$ cat src/rtl/interleave_frame_ctrl.sv
// rtl/interleave_frame_ctrl.sv - frame sequencer around the interleaver: serial fill, fire, capture, word drain
module interleave_frame_ctrl #(
    parameter int FRAME_W = 128,
    parameter int OUT_W   = 8,
    parameter int TIMEOUT = 16,
    parameter int CNT_W   = 16
) (
    input  logic               clk,
    input  logic               reset,
    input  logic               in_bit,
    input  logic               in_valid,
    output logic               in_ready,
    input  logic               flush,
    output logic [FRAME_W-1:0] il_data_in,
    output logic               il_valid_in,
    input  logic [FRAME_W-1:0] il_data_out,
    input  logic               il_valid_out,
    output logic [OUT_W-1:0]   out_data,
    output logic               out_valid,
    input  logic               out_ready,
    output logic               out_last,
    output logic [CNT_W-1:0]   frame_count,
    output logic               err_timeout,
    input  logic               err_clr,
    output logic               busy
);

    localparam int WORDS = FRAME_W / OUT_W;
    localparam int BC_W  = (FRAME_W > 1) ? $clog2(FRAME_W) : 1;
    localparam int WT_W  = (TIMEOUT > 1) ? $clog2(TIMEOUT) : 1;
    localparam int WD_W  = (WORDS > 1) ? $clog2(WORDS) : 1;

    localparam logic [BC_W-1:0] BIT_LAST  = BC_W'(FRAME_W - 1);
    localparam logic [WT_W-1:0] WAIT_LAST = WT_W'(TIMEOUT - 1);
    localparam logic [WD_W-1:0] WORD_LAST = WD_W'(WORDS - 1);

    typedef enum logic [1:0] {
        S_FILL,
        S_FIRE,
        S_WAIT,
        S_DRAIN
    } state_t;

    state_t             state;
    state_t             state_d;
    logic [BC_W-1:0]    bit_cnt;
    logic [WT_W-1:0]    wait_cnt;
    logic [WD_W-1:0]    word_cnt;
    logic [FRAME_W-1:0] frame_q;
    logic [FRAME_W-1:0] cap_q;

    logic accept;
    logic timeout_evt;
    logic last_hs;

    // A flush in the same cycle as a valid bit drops the bit.
    assign accept      = (state == S_FILL) && in_valid && !flush;
    assign timeout_evt = (state == S_WAIT) && !il_valid_out && (wait_cnt == WAIT_LAST);
    assign last_hs     = (state == S_DRAIN) && out_ready && (word_cnt == WORD_LAST);

    always_ff @(posedge clk or posedge reset) begin
        if (reset) begin
            state <= S_FILL;
        end else begin
            state <= state_d;
        end
    end

    always_comb begin
        state_d = state;
        case (state)
            S_FILL:  if (accept && (bit_cnt == BIT_LAST)) state_d = S_FIRE;
            S_FIRE:  state_d = S_WAIT;
            S_WAIT: begin
                if (il_valid_out)     state_d = S_DRAIN;
                else if (timeout_evt) state_d = S_FILL;
            end
            S_DRAIN: if (last_hs) state_d = S_FILL;
            default: state_d = S_FILL;
        endcase
    end

    always_ff @(posedge clk or posedge reset) begin
        if (reset) begin
            bit_cnt     <= '0;
            wait_cnt    <= '0;
            word_cnt    <= '0;
            frame_q     <= '0;
            cap_q       <= '0;
            frame_count <= '0;
        end else begin
            case (state)
                S_FILL: begin
                    if (flush) begin
                        bit_cnt <= '0;
                    end else if (in_valid) begin
                        frame_q[bit_cnt] <= in_bit;
                        bit_cnt          <= (bit_cnt == BIT_LAST) ? '0 : bit_cnt + 1'b1;
                    end
                end
                S_FIRE: wait_cnt <= '0;
                S_WAIT: begin
                    if (il_valid_out) begin
                        cap_q    <= il_data_out;
                        word_cnt <= '0;
                    end else begin
                        wait_cnt <= wait_cnt + 1'b1;
                    end
                end
                S_DRAIN: begin
                    if (out_ready) begin
                        word_cnt <= (word_cnt == WORD_LAST) ? '0 : word_cnt + 1'b1;
                        if (word_cnt == WORD_LAST) frame_count <= frame_count + 1'b1;
                    end
                end
                default: ;
            endcase
        end
    end

    // A new timeout outranks a simultaneous clear.
    always_ff @(posedge clk or posedge reset) begin
        if (reset) begin
            err_timeout <= 1'b0;
        end else if (timeout_evt) begin
            err_timeout <= 1'b1;
        end else if (err_clr) begin
            err_timeout <= 1'b0;
        end
    end

    assign in_ready    = (state == S_FILL);
    assign il_valid_in = (state == S_FIRE);
    assign il_data_in  = frame_q;
    assign out_valid   = (state == S_DRAIN);
    assign out_last    = (state == S_DRAIN) && (word_cnt == WORD_LAST);
    assign out_data    = (state == S_DRAIN) ? cap_q[int'(word_cnt) * OUT_W +: OUT_W] : '0;
    assign busy        = (state != S_FILL);

endmodule

$ cat config.mk
export PLATFORM = sky130hd
export DESIGN_NAME = interleave_frame_ctrl
export DESIGN_NICKNAME = d
export VERILOG_FILES = /design/src/rtl/interleave_frame_ctrl.sv
export SDC_FILE = /design/constraint.sdc
export NUM_CORES = 1
export LEC_CHECK = 0
export ABC_AREA = 1
export BUFFER_PORTS_ARGS = -buffer_cell sky130_fd_sc_hd__buf_2
export CAP_MARGIN = 15
export CORE_MARGIN = 3
export CORE_UTILIZATION = 59
export DETAILED_ROUTE_END_ITERATION = 6
export PLACE_DENSITY = 0.86
export SLEW_MARGIN = 20
export SYNTH_ARGS = -nofsm -noshare
export SYNTH_HDL_FRONTEND = slang
export SYNTH_SLANG_ARGS = --single-unit
export TNS_END_PERCENT = 50
$ cat constraint.sdc
create_clock -name clk -period 23.3 [get_ports clk]
set_input_delay 4.66 -clock clk [delete_from_list [all_inputs] [get_ports clk]]
set_output_delay 4.66 -clock clk [all_outputs]
set_load 0.01 [all_outputs]
==> reports/metrics.yaml <==
status: "finished clean"
fp.coreArea_sq_um: 22000
root_buffer: "clkbuf_16"
synth_area_leader_cell: "dfrtp_1"
layout-drive-gt1-share_pct: 19.9
clk_latency_ns: 0.55
synth_area_sq_um: 13200
vdd_drop_max_mv: 0.0695
synthTopCellsByArea: "dfrtp_1 (55%), nand2_1 (12%), o21ai_0 (7.8%), nand3_1 (7.4%), inv_1 (4.5%)"
max_freq_mhz: 132
path_clk_slew_ns: 0.06
vias: 12100
grt_max_degree: 163
die-area_sq_um: 24300
antenna_left: 0
worstSetupPathType: "reg2out"
grt_antenna_before_repair: 2
cellPowerDensity_nw_per_um2: 102
fillers: 1699
syn2layout_area_growth_pct: 18.5
crit_path_end_kind: "output pin"
critPathRequiredTime_ns: 18.64
wl_per_cell_um: 17.2
grt_pass1_wl_mm: 58.8
routed_wl_mm: 37.0
instances_no_fill: 2149
start_util_pct: 60.3
hold_viol: 0
grt_pass1_vias: 11300
yosysTopAreaCellShare_pct: 54.8
cts_hold_buf: 0
fin_util_pct: 71.4
finalMaxSlewViolations: 0
synthFlopType: "dfrtp_1"
cts_tree: "yes"
h-tree-depth: 1
start_kind: "flip-flop"
maxSlewHeadroom_pct: 34.7
tns_ns: 0
worst_pin_slew_ns: 0.976
final.period_utilization_pct: 32.6
grtUsageTotal_pct: 29.6
synth_edf_count: 0
fp.dieH_um: 156
cellLeakagePower_nw: 8.01
cts_buffers: 30
synth_cells: 1606
post_cts_buffers: 0
synth_common_cells: "nand2_1 (435), dfrtp_1 (290), o21ai_0 (206)"
num_io_pins: 294
rows: 54
place_inst: 2093
yosysUniqueCellTypes: 31
syn_nets: 1746
yosysMostFrequentCell: "nand2_1"
grt_setup_unrepaired: "false"
finalSetupViolCount: 0
drt_iter0_markers: 1411
cts.repair.resized: 0
drc: 0
min_path_type: "reg2reg"
gr-total-overflow: 0
async_flop_share_pct: 100
path_max_fanout: 30
clock_sinks: 290
synth_warnings: 0
dpl.hpwl_mm: 25.0
yosysSeqAreaShare_pct: 54.8
chipWidth_um: 156
synth_seq_cells: 290
fin_worst_skew_ns: 0.0103
dr.pass1.iters: 6
cp_data_arrival_time_ns: 2.93
nets: 1985
drt-vias-per-instance: 5.64
cts_buffer_depth: 3
maxCapViolCount: 0
synth.avg_cell_area_sq_um: 8.24
place.gp.congestion: 0.904
portBuffers: 293
period_needed_ns: 7.59
-- layer usage --
metal | wire, um | up-vias | GRT usage (%) | part of all wire [%]
li1 | - | 5674 | - | -
met1 | 15200 | 5690 | 42.6 | 41
met3 | 3630 | 96 | 6.38 | 9.8
met2 | 17000 | 658 | 46.2 | 46
met4 | 1200 | 4 | 8.33 | 3.2
met5 | 25 | - | 0 | 0.068
-- kinds of logic after synthesis --
| kind of cell | share of synthesized area, % |
|---|---|
| buf+inv | 8.28 |
| compound gates | 12.4 |
| simple gates | 23.3 |
| xor+xnor | 0.861 |
| fa+ha+maj | 0.378 |
| flops | 54.8 |
-- layout make-up --
cell class                      instances  area [sq um]  share of cell area (%)
Antenna cell                            2          5.00                  0.0319
Clock buffer                           42           857                    5.47
Clock inverter                         12           144                   0.918
Inverter                              164           629                    4.01
Multi-Input combinational cell       1056          4880                    31.1
Sequential cell                       290          7260                    46.3
Tap cell                              280           350                    2.23
Timing Repair Buffer                  303          1550                    9.91
-- stage by stage --
step	setup slack [ns]	hold slack (ns)	instance area, sq um	power, W
after CTS	15.77	0.484	15700	0.00160
after global placement	16.28	0.462	14700	0.00109
after detailed placement	16.27	0.468	14700	0.00111
final	15.71	0.484	15700	0.00160
after global routing	15.55	0.499	15700	0.00169
after floorplan	10.63	0.450	13200	0.000984
-- worst max-delay path, stage by stage (launching register included) --
cell and delay [ns]:
dfrtp_2 0.35, clkinv_1 0.66, buf_4 0.52, nand2_1 0.11, nand3_1 0.07, nand3_1 0.10, nand3_1 0.12, a21oi_1 0.28
buf_2 0.19
-- registers in the layout, indices dropped and copies added (netlist names) --
register and cells:
err_timeout 1, state 2, word_cnt 4, wait_cnt 4, frame_count 16, il_data_in 128, bit_cnt 7, cap_q 128
-- cells in the final DEF, fill, tap and decap left out, drive strengths merged, types with 2 or more instances in the layout --
| master | synthesis | layout |
|---|---|---|
| nand4 | 6 | 6 |
| inv | 162 | 162 |
| o21ai | 218 | 218 |
| buf | 70 | 303 |
| clkinv | 2 | 10 |
| xor2 | 9 | 9 |
| a21oi | 55 | 55 |
| diode | 0 | 2 |
| ha | 4 | 4 |
| o22ai | 2 | 2 |
| nor3 | 5 | 5 |
| clkbuf | 26 | 42 |
| nand2 | 437 | 437 |
| nor2 | 77 | 77 |
| bufinv | 0 | 3 |
| dfrtp | 290 | 290 |
| a31oi | 37 | 37 |
| nand3 | 199 | 199 |
| xnor2 | 4 | 4 |
-- where the power goes --
part	total [W]	leakage (nW)	switching, W	internal [W]
logic	0.000436	3.74	0.000304	0.000132
registers	0.000670	3.77	0.0000462	0.000624
clock network	0.000491	0.495	0.000202	0.000289
-- final timing paths --
| path | startpoint | slack (ns) | depth (start not counted) | end |
|---|---|---|---|---|
| hold reg to reg | il_data_in[78] | 0.48 | 2 | il_data_in[78] |
| min in group asynchronous | reset | 4.29 | 2 | err_timeout |
| setup / recovery | word_cnt[0] | 15.71 | 8 | out_data[0] |
| setup reg to reg | state[1] | 20.26 | 7 | cap_q[58] |
| hold / removal | il_data_in[78] | 0.48 | 2 | il_data_in[78] |
| max in group asynchronous | reset | 17.64 | 3 | cap_q[123] |
Note: power is estimated with default switching activity, not from simulation.
